### src/rtl/tlv5638_pkg.sv
// Shared definitions for the TLV5638 control and serial transmit blocks:
// transmitter state encoding, DAC word width and control-word field codes.
package tlv5638_pkg;

  localparam int DAC_WORD_W = 16;

  typedef enum logic [2:0] {
    ST_IDLE  = 3'd0,
    ST_LOAD  = 3'd1,
    ST_SETUP = 3'd2,
    ST_SHIFT = 3'd3,
    ST_HOLD  = 3'd4,
    ST_GAP   = 3'd5
  } tx_state_t;

  // R1:R0 register select, carried in word bits 15 and 12
  localparam logic [1:0] SEL_DAC_B  = 2'b00;
  localparam logic [1:0] SEL_BUFFER = 2'b01;
  localparam logic [1:0] SEL_DAC_A  = 2'b10;
  localparam logic [1:0] SEL_CTRL   = 2'b11;

  // Reference select codes in control-register bits 1:0
  localparam logic [1:0] REF_1V024 = 2'b01;
  localparam logic [1:0] REF_2V048 = 2'b10;

  // Speed and power bits (word bits 14 and 13)
  localparam logic SPD_FAST   = 1'b1;
  localparam logic PWR_DOWN   = 1'b1;

  // Control-register write: {R1, SPD, PWR, R0, 10'b0, REF}
  function automatic logic [DAC_WORD_W-1:0] ctrl_word(input logic spd,
                                                      input logic [1:0] ref_sel);
    return {SEL_CTRL[1], spd, 1'b0, SEL_CTRL[0], 10'd0, ref_sel};
  endfunction

endpackage

### src/rtl/tlv5638_spi_tx_sclk_tick_gen.sv
// Half-period tick generator for SCLK. While clr is low it counts CLK_DIV
// cycles per half-period, starting in the high phase, and flags the last
// cycle of each phase so the transmitter can register the SCLK edge.
module sclk_tick_gen #(
  parameter int CLK_DIV = 10
) (
  input  logic clk_20M,
  input  logic rst_n,
  input  logic clr,
  output logic rise_stb,
  output logic fall_stb
);

  localparam int CW = (CLK_DIV > 1) ? $clog2(CLK_DIV) : 1;
  localparam logic [CW-1:0] LAST = CW'(CLK_DIV - 1);

  logic [CW-1:0] cnt;
  logic          low_phase;
  logic          last;

  assign last     = (cnt == LAST);
  assign fall_stb = !clr && last && !low_phase;
  assign rise_stb = !clr && last && low_phase;

  // Half-period counter and phase flag, held at the start of a high phase while cleared
  always_ff @(posedge clk_20M or negedge rst_n) begin
    if (!rst_n) begin
      cnt       <= '0;
      low_phase <= 1'b0;
    end else if (clr) begin
      cnt       <= '0;
      low_phase <= 1'b0;
    end else if (last) begin
      cnt       <= '0;
      low_phase <= !low_phase;
    end else begin
      cnt       <= cnt + CW'(1);
    end
  end

endmodule

### src/rtl/tlv5638_spi_tx.sv
// TLV5638 3-wire serial transmitter. Latches the upstream config word in
// LOAD, frames it with CS_n and shifts it MSB-first on SCLK falling edges.
// irq spans latch to frame end; its falling edge asks for the next word,
// which is not sampled again until GAP_CYC cycles later.
module tlv5638_spi_tx
  import tlv5638_pkg::*;
#(
  parameter int CLK_DIV  = 10,
  parameter int CS_SETUP = 2,
  parameter int CS_HOLD  = 2,
  parameter int GAP_CYC  = 4
) (
  input  logic                  clk_20M,
  input  logic                  rst_n,
  input  logic                  en,
  input  logic [DAC_WORD_W-1:0] config_reg,
  output logic                  sclk,
  output logic                  din,
  output logic                  cs_n,
  output logic                  irq,
  output logic                  busy,
  output logic                  frame_done
);

  localparam int DLY_MAX = (CS_SETUP > CS_HOLD) ?
                           ((CS_SETUP > GAP_CYC) ? CS_SETUP : GAP_CYC) :
                           ((CS_HOLD  > GAP_CYC) ? CS_HOLD  : GAP_CYC);
  localparam int DW = $clog2(DLY_MAX + 1);

  tx_state_t             state;
  tx_state_t             state_nxt;
  logic [DW-1:0]         dly_cnt;
  logic [3:0]            bit_cnt;
  logic [DAC_WORD_W-1:0] shift_reg;
  logic                  rise_stb;
  logic                  fall_stb;

  sclk_tick_gen #(
    .CLK_DIV(CLK_DIV)
  ) u_tick (
    .clk_20M  (clk_20M),
    .rst_n    (rst_n),
    .clr      (state != ST_SHIFT),
    .rise_stb (rise_stb),
    .fall_stb (fall_stb)
  );

  // State register
  always_ff @(posedge clk_20M or negedge rst_n) begin
    if (!rst_n) state <= ST_IDLE;
    else        state <= state_nxt;
  end

  // Next-state: timed states exit when the shared delay counter reaches zero
  always_comb begin
    state_nxt = state;
    case (state)
      ST_IDLE:  if (en) state_nxt = ST_LOAD;
      ST_LOAD:  state_nxt = ST_SETUP;
      ST_SETUP: if (dly_cnt == '0) state_nxt = ST_SHIFT;
      ST_SHIFT: if (rise_stb && bit_cnt == 4'd0) state_nxt = ST_HOLD;
      ST_HOLD:  if (dly_cnt == '0) state_nxt = ST_GAP;
      ST_GAP:   if (dly_cnt == '0) state_nxt = en ? ST_LOAD : ST_IDLE;
      default:  state_nxt = ST_IDLE;
    endcase
  end

  // Word capture; only ever sampled in LOAD, so no reset is needed
  always_ff @(posedge clk_20M) begin
    if (state == ST_LOAD) shift_reg <= config_reg;
  end

  // Registered pin outputs, delay counter and bit counter
  always_ff @(posedge clk_20M or negedge rst_n) begin
    if (!rst_n) begin
      sclk       <= 1'b1;
      din        <= 1'b0;
      cs_n       <= 1'b1;
      irq        <= 1'b0;
      busy       <= 1'b0;
      frame_done <= 1'b0;
      dly_cnt    <= '0;
      bit_cnt    <= '0;
    end else begin
      frame_done <= 1'b0;
      busy       <= (state_nxt != ST_IDLE);
      case (state)
        ST_LOAD: begin
          irq     <= 1'b1;
          cs_n    <= 1'b0;
          sclk    <= 1'b1;
          din     <= config_reg[DAC_WORD_W-1];
          dly_cnt <= DW'(CS_SETUP - 1);
          bit_cnt <= 4'(DAC_WORD_W - 1);
        end
        ST_SETUP: begin
          if (dly_cnt != '0) dly_cnt <= dly_cnt - DW'(1);
        end
        ST_SHIFT: begin
          if (fall_stb) sclk <= 1'b0;
          if (rise_stb) begin
            sclk <= 1'b1;
            // din only moves on the rising edge, so it is stable across the DAC's falling-edge sample
            if (bit_cnt != 4'd0) begin
              bit_cnt <= bit_cnt - 4'd1;
              din     <= shift_reg[bit_cnt - 4'd1];
            end else begin
              dly_cnt <= DW'(CS_HOLD - 1);
            end
          end
        end
        ST_HOLD: begin
          if (dly_cnt == '0) begin
            cs_n       <= 1'b1;
            irq        <= 1'b0;
            frame_done <= 1'b1;
            din        <= 1'b0;
            dly_cnt    <= DW'(GAP_CYC - 1);
          end else begin
            dly_cnt <= dly_cnt - DW'(1);
          end
        end
        ST_GAP: begin
          if (dly_cnt != '0) dly_cnt <= dly_cnt - DW'(1);
        end
        default: ;
      endcase
    end
  end

endmodule

### config.mk
export PLATFORM = sky130hd
export DESIGN_NAME = tlv5638_spi_tx
export DESIGN_NICKNAME = d
export VERILOG_FILES = /design/src/rtl/tlv5638_pkg.sv /design/src/rtl/tlv5638_spi_tx_sclk_tick_gen.sv /design/src/rtl/tlv5638_spi_tx.sv
export SDC_FILE = /design/constraint.sdc
export NUM_CORES = 1
export LEC_CHECK = 0
export CAP_MARGIN = 15
export CORE_ASPECT_RATIO = 2
export CORE_MARGIN = 4
export CORE_UTILIZATION = 25
export DETAILED_ROUTE_END_ITERATION = 12
export PLACE_DENSITY = 0.53
export SLEW_MARGIN = 10
export SYNTH_ARGS = -nofsm -noshare
export SYNTH_HDL_FRONTEND = slang
export SYNTH_SLANG_ARGS = --single-unit
### constraint.sdc
create_clock -name clk_20M -period 2.45 [get_ports clk_20M]
set_clock_uncertainty 0.2 [all_clocks]
set_input_delay 0.49 -clock clk_20M [delete_from_list [all_inputs] [get_ports clk_20M]]
set_output_delay 0.49 -clock clk_20M [all_outputs]
set_load 0.01 [all_outputs]
==> results.txt, run 1 <==
The core outline area came out at 0.00705 mm². The final count of negative-setup-slack endpoints came out at 0. The count of cells resized by post-cts repair is 0. The source of the critical timing path is bit_cnt[1]$_DFFE_PN0P_. The distinct cell type count of the synthesized netlist is 44.

The level count of the clock H-tree came out at 2. The clock insertion delay at the later pin of the skew report came out at 0.28 ns. The depth of the worst register-to-register path is 7. The worst register-to-register path ends at dly_cnt[2]$_DFFE_PN0P_. The fraction of final layout cells sized beyond drive strength 1 is 13.7%. The initial standard-cell utilization of the core came out at 25.9%. The number of buffers and inverters on the critical path is 1. The width of the chip is 68.5 µm. STA puts the critical path data required time at 2.48 ns. For this run, the slowest stage of the critical path takes 0.48 ns.

The detail route stage leaves a number of antenna-violating nets equal to 0. The number of flops mapped to enable cells by yosys is 16. By startpoint and endpoint, the worst setup path is classified as reg -> reg. The clock period minus worst slack is 2.14 ns. The number of antenna violations at the first check in global routing came out at 0.

In the routed design, unresolved DRC markers number 0. The final layout contains 214 nets. The number of setup buffers added after CTS is 0. The global-route usage over all layers is 9.69%. The row count came out at 43.

The top-area cell type share of the netlist area is 26.3%. The die footprint is 0.00883 mm². The worst-case register-to-register setup slack is 0.31 ns.

The highest ir drop seen on vdd came out at 0.515 mV. The number of logic stages on the critical path including buffering is 7. By area the synthesized netlist is led by edfxtp_1 (26%), dfrtp_1 (26%), mux4_2 (4.9%). The max-cap check violation count came out at 0.

After detailed routing, the number of vias per cell comes to 4.50. The worst pin sits at a relative slew slack of 75.6%. The number of placed I/O pins is 25. After clock tree synthesis, the flow added hold-fix buffers numbering 0. Synthesis produced 156 cells. Broken down by cell family, the worst path's largest delay share belongs to simple AND/OR/NAND/NOR gates. The routed layout has 1261 vias. The data arrival time at the worst-slack endpoint is 2.17 ns. The flip-flop count of the largest register, all copies and words added came out at 16. The power density relative to cell area came out at 940 mW/mm².

The top cell types in the final layout, fill and taps aside, are clkdlybuf4s50_1 (24), dfrtp_1 (19), edfxtp_1 (16). On the critical path, the stage with the largest delay is an instance of or4b_1. Total power for the finished layout comes to 2.23 mW. The count of endpoints failing hold in the final timing report is 0. The height of the die came out at 129 µm. The final-report max-slew violation count is 0. The total clock sinks is 37.

The most used flip-flop cell after synthesis is dfrtp_1. Traced cell by cell, the critical path runs through inv_1 -> ha_1 -> or3b_4 -> o211ai_2 -> nand3_2 -> or4b_1 -> nand2_1. The path class of the tightest hold or removal check is reg -> reg. TritonCTS built the clock tree.

The clock tree root driver cell is clkbuf_16. Dividing the final minimum period by the clock period gives 87.5%. The clock-pin transition on the worst setup and hold timing paths is 0.06 ns. The number of nets handed over by synthesis was 181.

The async set-or-reset flop fraction in the synthesized netlist is 56.8%. The sum of overflow across all layers after global routing came out at 0. The biggest area contributor in the post-synthesis netlist is edfxtp_1.

The largest fanout on the critical path is 6. Derived from the worst setup path, the maximum achievable clock frequency is 466 MHz. The congestion estimate from routability-driven global placement came to 0.775. The count of cells along the worst hold path came out at 1. In this run the deepest clock path goes through 2 buffers.

The layout filler cell count came out at 698. The detailed-route wire length per cell came out at 13.3 µm. The first detailed-routing pass ran for 3 iterations. The run finished with clean final reports. The number of standard cells in the layout, taps in and fillers out came out at 280. The launch instance of the worst register-to-register path is bit_cnt[1]$_DFFE_PN0P_.

Of the synthesized area, sequential elements account for 55.2%. For the pin with the worst max-slew slack, the measured transition is 0.366 ns. The area added between synthesis and finish is 29.6%. In this run the tool buffered the top-level ports with 24 buffer cells.

The total leakage power came out at 0.975 nW. The largest net degree at the start of global routing is 22. The worst slack on hold paths is 0.283 ns. The wire length of the first global-routing pass is 6.22 mm. The clock buffer count from CTS came out at 5. The mapped netlist covers 0.00183 mm². The HPWL after detailed placement is 2.81 mm. The number of flip-flops and latches in the synthesized netlist came out at 37. The worst setup path endpoint is dly_cnt[2]$_DFFE_PN0P_. The DRC marker count from the first detailed-route iteration came out at 14. The count of yosys warnings during synthesis came out at 0. The via count of the first global-routing pass came out at 1348.

In the final timing run, aggregate negative setup slack is 0 ns. The endpoint kind of the worst setup timing path is a register. The startpoint class of the critical path is a register. The number of placed cells counting well taps came out at 272.

Setup repair after global routing left no endpoint under its margin. The mean instance size in the synthesized netlist came out at 11.7 µm². Leaving out fill and tap cells, the most frequent cell in the layout is clkdlybuf4s50_1. The total length of routed wires came out at 3.73 mm.

The antenna diode instance count came out at 0.
per-layer routing:
| layer | global-route usage (%) | vias up | wire (µm) |
|---|---|---|---|
| met4 | 6.68 | 0 | 123 |
| met3 | 1.31 | 7 | 76 |
| li1 | - | 632 | - |
| met1 | 9.57 | 605 | 1410 |
| met5 | 0 | - | 0 |
| met2 | 17.5 | 17 | 2120 |
worst min-delay path by stage:
stage | start | endpoint
floorplan | rst_n | bit_cnt[0]$_DFFE_PN0P_
CTS | irq$_DFFE_PN0P_ | irq$_DFFE_PN0P_
global placement | irq$_DFFE_PN0P_ | irq$_DFFE_PN0P_
detailed placement | irq$_DFFE_PN0P_ | irq$_DFFE_PN0P_
global route | irq$_DFFE_PN0P_ | irq$_DFFE_PN0P_
finish | irq$_DFFE_PN0P_ | irq$_DFFE_PN0P_
kinds of logic (layout without fill, tap and decap cells):
family	count (synthesis)	in the layout	share of synthesized area, %
AOI/OAI and AO/OA	35	35	12.3
xor gates and xnor gates	5	5	2.40
adders and majority gates	6	6	4.11
buffers and inverters	15	49	3.90
DFF	37	37	55.2
muxes	6	6	6.02
and+or+nand+nor	52	52	16.1
synth_stat cells, drive strengths merged (2+ instances only):
cell type and instances:
ha 6, o31ai 2, edfxtp 16, nor4 2
nor3 7, or2 2, buf 5, nand2 10
mux4 4, mux2i 2, nand2b 5, o21a 2
a31oi 2, dfstp 2, nor2 15, xnor2 4
a21o 2, or3b 2, inv 9, nor3b 3
o21ai 6, dfrtp 19, a21oi 12
through the flow:
stage | setup slack (ns) | util [%] | cell area, µm²
finish | 0.305 | 33.6 | 2370
global route | 0.190 | 33.6 | 2370
CTS | 0.290 | 33.6 | 2370
detailed placement | 0.298 | 31.3 | 2200
global placement | 0.309 | 31.3 | 2200
floorplan | 0.252 | - | 1830
where the power goes:
part / switching, mW / internal, mW / leakage (nW)
sequential: 0.0981 / 0.749 / 0.385
combinational: 0.339 / 0.318 / 0.512
clock: 0.248 / 0.476 / 0.0775
total: 0.685 / 1.54 / 0.975
worst reg2reg max path, stage by stage, from the launching register on:
cell	delay, ns
dfrtp_1	0.40
inv_1	0.09
ha_1	0.15
or3b_4	0.40
o211ai_2	0.18
nand3_2	0.13
or4b_1	0.48
nand2_1	0.07
final cells by class:
type | count | area (µm²) | share of cell area, %
clock buffers | 5 | 125 | 5.28
clock inverters | 3 | 41.3 | 1.74
inverters | 9 | 33.8 | 1.43
multi-input cells | 104 | 748 | 31.6
flip-flops and latches | 37 | 1010 | 42.6
well taps | 90 | 113 | 4.75
repair buffers | 32 | 300 | 12.7
Power figures use the tool's default switching activity.
==> inputs of run 2 (changes only) <==
Settings changed: GPL_TIMING_DRIVEN from default to 0, SLEW_MARGIN 10 to default.
Clock period 2.45 ns to 2.2 ns, I/O delays scaled along.
==> run 2 against run 1 <==
Sequential power increased by 8.5%. Global-route usage fell by 0.15 points. Design area increased by 2.2%. Non-clock buffer count rose by 5. Utilization up 0.75 points. Via count rose by 1.3%. Combinational power increased by 28%. Die area is the same. Critical path type unchanged. Largest power group unchanged.
==> results.txt, run 2 (same netlist as run 1, synthesis figures left out) <==
The flow ran to the end, and the final reports show no timing, DRC or antenna violations. The buffer levels on the longest clock path is 2 (unchanged). The detail-routed via count per cell is 4.48 (-0.51%).

Setup repair after global routing could not meet its margin everywhere. The height of the die came to 129 µm (unchanged). The global-route usage over all layers came out at 9.54% (-0.15 points). The HPWL after detailed placement was 2.74 mm (-2.4%). The total length of routed wires is 3.72 mm (-0.24%). The critical path is of the reg -> reg type. The number of buffers inserted by hold repair at cts is 0 (unchanged). The placer congestion estimate came to 0.715 (-7.8%).

The count of input and output buffers was 24 (unchanged). The top cell types in the final layout, fill and taps aside, are clkdlybuf4s50_1 (24), dfrtp_1 (19), edfxtp_1 (16). The DRC marker count from the first detailed-route iteration came out at 8 (-6). Relative to the synthesized area, the layout overhead comes to 32.5%. The final count of negative-setup-slack endpoints came out at 0 (unchanged). The power density relative to cell area is 1010 mW/mm² (+7.3%).

The setup TNS came out at 0 ns (unchanged). The worst-case register-to-register setup slack is 0.04 ns (-0.27 ns). The clock buffer count from CTS was 5 (unchanged). The worst endpoint required time came to 2.22 ns (-0.26 ns). The antenna diode instance count is 0 (unchanged). The total iterations of the first detailed-routing run is 4 (+1). The post-route antenna net violation count came out at 0 (unchanged). The wire length of the first global-routing pass is 6.17 mm (-0.88%). The register share of total power is 37.6% (-0.4 points). The post-route worst setup slack came out at 0.0357 ns (-0.270 ns). The data arrival time at the worst-slack endpoint is 2.18 ns (about the same). The share of total power in combinational logic is 34.4% (+4.9 points).

The startpoint class of the critical path is a register. The largest fanout on the critical path is 5 (-1). The remaining max-slew budget at the tightest pin came out at 36.7% (-39 points). The total internal power is 1.65 mW (+7.2%). The library cell used most frequently in the layout, excluding fill and tap cells, is clkdlybuf4s50_1. The count of endpoints failing hold in the final timing report came out at 0 (unchanged).

The worst setup path is captured at a register. The initial standard-cell utilization of the core is 25.9% (unchanged). The fraction of power consumed by the clock network is 28.0% (-4.5 points). The sum of overflow across all layers after global routing came out at 0 (unchanged). The clock-pin transition on the worst setup and hold timing paths came out at 0.06 ns (about the same). The register cell area after layout is 0.00101 mm² (unchanged).

The detailed-route wire length per cell is 13.0 µm (-2.0%). The core outline area is 0.00705 mm² (unchanged). The fraction of final layout cells sized beyond drive strength 1 came out at 19.0% (+5.3 points). The switching share of total power came out at 32.3% (+1.6 points).

The highest ir drop seen on vdd came to 0.667 mV (+29%). The tree is rooted in a clkbuf_16. The number of nets in the final layout is 219 (+2.3%). The clock period minus worst slack was 2.16 ns (+0.0197 ns). The total leakage power is 0.989 nW (+1.4%).

The worst slack at placement is -0.172 ns (-0.470 ns). The final-report max-slew violation count is 0 (unchanged). The max-cap check violation count is 0 (unchanged). The flip-flop count of the largest register, all copies and words added is 16 (unchanged). The largest net degree at the start of global routing came out at 22 (unchanged). The achievable frequency is 462 MHz (-0.91%). The width of the chip is 68.5 µm (unchanged).

The net switching power is 0.790 mW (+15%). The via count of the first global-routing pass came out at 1314 (-2.5%). The total clock sinks came out at 37 (unchanged). The die footprint is 0.00883 mm² (unchanged). The clock insertion delay at the later pin of the skew report was 0.28 ns (about the same). The worst slack on hold paths came to 0.282 ns (-0.000763 ns). The share of the cycle needed by the critical path after routing came out at 98.4% (+11 points). The number of antenna violations at the first check in global routing is 0 (unchanged).

The level count of the clock H-tree is 2 (unchanged). The transition at the pin with the smallest max-transition slack came out at 0.946 ns (+0.581 ns). The number of placed I/O pins came out at 25 (unchanged). The TritonCTS clock tree is yes.

The row count came out at 43 (unchanged). The layout filler cell count came out at 697 (-0.14%). The total area of multi-input combinational cells came out at 786 µm² (+5.0%). The detailed-route DRC error count is 0 (unchanged). The total power consumption of the routed design is 2.44 mW (+9.7%).

The classification of the worst-slack hold path is reg -> reg. The total via count in the routed design was 1277 (+1.3%).
[run 2: per-layer routing]
metal | global-route usage (%) | vias up | share of wire, %
met1 | 9.82 | 616 | 37
met4 | 6.33 | 0 | 3.2
li1 | - | 639 | -
met2 | 16.7 | 16 | 57
met5 | 0 | - | 0
met3 | 1.75 | 6 | 2.3
[run 2: final timing paths]
kind                                         from                      to  cells after the start
setup / recovery           bit_cnt[0]$_DFFE_PN0P_  dly_cnt[2]$_DFFE_PN0P_                      8
setup reg to reg           bit_cnt[0]$_DFFE_PN0P_  dly_cnt[2]$_DFFE_PN0P_                      8
max in group asynchronous                   rst_n      state[2]$_DFF_PN0_                      1
hold reg to reg                   irq$_DFFE_PN0P_         irq$_DFFE_PN0P_                      1
min in group asynchronous                   rst_n  bit_cnt[2]$_DFFE_PN0P_                      1
hold / removal                    irq$_DFFE_PN0P_         irq$_DFFE_PN0P_                      1
[run 2: what timing repair did]
action	4_1_cts	5_1_grt
buffers inserted	1	6
setup endpoints to repair	4	8
pin swaps	2	3
gates resized for setup	3	8
[run 2: power by group through the flow]
stage	sequential [mW]	combinational, mW	clock, mW
finish	0.919	0.842	0.683
global placement	0.931	0.743	0
global route	0.940	0.953	0.736
CTS	0.920	0.788	0.710
detailed placement	0.932	0.757	0
floorplan	0.923	0.537	0
[run 2: area by class of cell]
type                            count  share of cell area, %
Buffer                              6                   1.81
Sequential cell                    37                   41.6
Clock inverter                      3                  0.723
Tap cell                           90                   4.65
Inverter                            9                   1.50
Timing Repair Buffer               31                   12.1
Multi-Input combinational cell    104                   32.4
Clock buffer                        5                   5.17
[run 2: metrics by stage]
step / util, % / instance area [µm²] / instances
finish: 34.4 / 2420 / 285
global route: 34.4 / 2420 / 285
CTS: 33.3 / 2340 / 279
detailed placement: 31.0 / 2180 / 270
global placement: 30.9 / 2180 / 270
floorplan: - / 1830 / 156
[run 2: worst max-delay path, cell delays in order (launching register included)]
cell	delay, ns
dfrtp_1	0.37
buf_6	0.13
inv_4	0.06
ha_4	0.12
or3b_4	0.39
o211ai_2	0.19
nand3_2	0.09
or4b_1	0.47
nand2_1	0.07
==> inputs of run 3 (changes only) <==
Settings changed: GPL_TIMING_DRIVEN 0 to default.
==> run 3 against run 2 <==
Sequential share of layout area increased by 0.77 points. Die area unchanged. Critical path depth decreased by 1. First-iteration DRC count increased to 2.5 times the previous value. Cell count decreased by 0.35%. Clock-buffer cell count unchanged. Critical endpoint unchanged. Worst hold slack improved by 0.0013 ns. Utilization decreased by 0.62 points. Setup slack improved by 0.077 ns. Sequential power increased by 3.3%. Critical path type unchanged. Highest routed layer unchanged.
==> results.txt, run 3 (same netlist as run 1, synthesis figures left out) <==
The flow ran to the end, and the final reports show no timing, DRC or antenna violations. The flip-flop count of the largest register, all copies and words added came out at 16 (unchanged). The count of input and output buffers is 24 (unchanged). The number of antenna violations at the first check in global routing is 0 (unchanged). From synthesis to final layout, the design area changed by 30.1%. The worst slack at placement is 0.0989 ns (+0.271 ns). The library cells used most frequently in the layout, excluding fill and tap cells, are clkdlybuf4s50_1 (24), dfrtp_1 (19), edfxtp_1 (16). The capture endpoint of the worst hold path is cs_n$_DFFE_PN1P_. The transition at the pin with the smallest max-transition slack is 0.326 ns (-0.620 ns). The total length of routed wires came out at 3.77 mm (+1.4%). The largest net degree at the start of global routing is 22 (unchanged). The share of the cycle needed by the critical path after routing is 94.9% (-3.5 points).

The core outline area came out at 0.00705 mm² (unchanged). The register share of total power is 39.5% (+1.9 points). The amount of wire on met2 after detailed routing is 2.10 mm (-0.85%). The wire length of the first global-routing pass is 6.27 mm (+1.6%). The final count of negative-setup-slack endpoints is 0 (unchanged). The clock buffer count from CTS is 5 (unchanged).

The critical path in this run is classified as reg -> reg. The setup TNS is 0 ns (unchanged). The highest layer touched by signal routing is met4. The power density relative to cell area came out at 1010 mW/mm² (+0.18%). The layout filler cell count was 698 (+0.14%).

The fraction of power consumed by the clock network came to 28.5% (+0.5 points). The depth of the worst register-to-register path is 7 (-1). The data arrival time at the worst-slack endpoint came to 2.11 ns (-0.07 ns).

The HPWL after detailed placement came out at 2.87 mm (+4.8%). The startpoint class of the critical path is a register. The count of cells along the worst hold path came out at 2 (+1). The largest fanout on the critical path is 4 (-1). The total power consumption of the routed design is 2.40 mW (-1.6%).

The TritonCTS clock tree is yes. The count of endpoints failing hold in the final timing report came to 0 (unchanged). The clock period minus worst slack came out at 2.09 ns (-0.0768 ns). The width of the chip came out at 68.5 µm (unchanged).

The post-route antenna net violation count came to 0 (unchanged). Leaving out fill and tap cells, the most frequent cell in the layout is clkdlybuf4s50_1. The placer congestion estimate came to 0.749 (+4.8%). The total iterations of the first detailed-routing run is 4 (unchanged).

The total area of multi-input combinational cells came out at 751 µm² (-4.5%). The total met3 wirelength after detailed routing came out at 74 µm (-14%). The post-route worst setup slack is 0.113 ns (+0.0768 ns).

The highest ir drop seen on vdd came out at 0.504 mV (-24%). The detailed-route wire length per cell is 13.3 µm (+1.8%). The number of placed I/O pins came out at 25 (unchanged). The clock-pin transition on the worst setup and hold timing paths was 0.05 ns (about the same). The fraction of final layout cells sized beyond drive strength 1 came out at 17.0% (-2.0 points). The row count is 43 (unchanged). Setup repair after global routing left no endpoint under its margin. The tree is rooted in a clkbuf_16. The level count of the clock H-tree is 2 (unchanged). The initial standard-cell utilization of the core was 25.9% (unchanged). The total internal power is 1.63 mW (-1.3%). The global-route usage over all layers is 9.66% (+0.12 points). The antenna diode instance count was 0 (unchanged).

The detailed-route DRC error count came to 0 (unchanged). The number of placed cells counting well taps is 275 (+1.9%). The share of total power in combinational logic is 32.0% (-2.4 points).

The final instance area came out at 0.00238 mm² (-1.8%). The total leakage power is 0.986 nW (-0.29%). The net switching power came out at 0.771 mW (-2.4%). The number of nets in the final layout is 218 (-0.46%). The total clock sinks is 37 (unchanged). The die footprint came out at 0.00883 mm² (unchanged). The DRC marker count from the first detailed-route iteration is 20 (+12). The endpoint identified for the worst register-to-register timing path is dly_cnt[2]$_DFFE_PN0P_. The clock insertion delay at the later pin of the skew report is 0.28 ns (about the same). The detailed-routing wirelength on met1 is 1.46 mm (+4.8%).

The switching share of total power came out at 32.1% (-0.25 points). The remaining max-slew budget at the tightest pin came out at 78.1% (+41 points). The tightest min-delay check is of the reg -> reg type. The detail-routed via count per cell is 4.56 (+1.8%). The max-cap check violation count is 0 (unchanged). The end-of-flow core utilization is 33.7% (-0.62 points). The endpoint kind of the worst setup timing path is a register. The final-report max-slew violation count came out at 0 (unchanged). In this run the most critical hold path is launched from cs_n$_DFFE_PN1P_.

The height of the die is 129 µm (unchanged). The worst slack on hold paths came out at 0.283 ns (+0.00126 ns). The number of buffers inserted by hold repair at cts is 0 (unchanged). The buffer levels on the longest clock path came out at 2 (unchanged).

The total via count in the routed design is 1296 (+1.5%). The via count of the first global-routing pass came out at 1348 (+2.6%). The number of standard cells in the layout, taps in and fillers out is 284 (-0.35%). The placement-stage cell area came out at 0.00223 mm² (+1.9%). The worst register-to-register path begins at bit_cnt[1]$_DFFE_PN0P_. The achievable frequency is 479 MHz (+3.7%). The sum of overflow across all layers after global routing is 0 (unchanged). The worst-case register-to-register setup slack is 0.11 ns (+0.08 ns). The worst endpoint required time came out at 2.22 ns (about the same). The register cell area after layout came out at 0.00101 mm² (unchanged).
run 3: per-layer routing:
metal / GRT usage (%) / vias to the layer above
met5: 0 / -
met4: 6.45 / 0
met3: 1.57 / 9
met2: 16.5 / 24
met1: 10.4 / 622
li1: - / 641
run 3: critical path: stages (launching register included):
cell and delay, ns:
dfrtp_1 0.40, inv_2 0.07, ha_1 0.14, or3b_4 0.39, o211ai_2 0.18, nand3_2 0.08, or4b_1 0.47, nand2_1 0.08
run 3: layout make-up:
class | instances | area share [%]
Clock inverter | 3 | 0.736
Inverter | 9 | 1.42
Clock buffer | 5 | 5.26
Sequential cell | 37 | 42.4
Multi-Input combinational cell | 104 | 31.6
Timing Repair Buffer | 36 | 13.9
Tap cell | 90 | 4.73
run 3: power by group through the flow:
stage | clock [mW] | combinational (mW) | sequential (mW)
2_1_floorplan | 0 | 0.537 | 0.923
3_3_place_gp | 0 | 0.764 | 0.952
3_5_place_dp | 0 | 0.773 | 0.962
4_1_cts | 0.705 | 0.777 | 0.949
5_1_grt | 0.728 | 0.879 | 0.962
6_report | 0.686 | 0.769 | 0.949
run 3: worst max-delay path by stage:
stage / slack [ns] / depth (start not counted) / endpoint / startpoint
3_5_place_dp: 0.1 / 7 / dly_cnt[2]$_DFFE_PN0P_ / bit_cnt[1]$_DFFE_PN0P_
3_3_place_gp: 0.11 / 7 / din$_DFFE_PN0P_ / dly_cnt[0]$_DFFE_PN0P_
5_1_grt: 0.003 / 7 / din$_DFFE_PN0P_ / dly_cnt[0]$_DFFE_PN0P_
4_1_cts: 0.08 / 7 / dly_cnt[2]$_DFFE_PN0P_ / bit_cnt[1]$_DFFE_PN0P_
6_report: 0.11 / 7 / dly_cnt[2]$_DFFE_PN0P_ / bit_cnt[1]$_DFFE_PN0P_
2_1_floorplan: 0.002 / 5 / bit_cnt[2]$_DFFE_PN0P_ / state[2]$_DFF_PN0_
run 3: repair_timing:
| action | 4_1_cts | 5_1_grt |
|---|---|---|
| setup endpoints to repair | 0 | 2 |
| setup buffers | 0 | 1 |
| resized for setup | 0 | 2 |
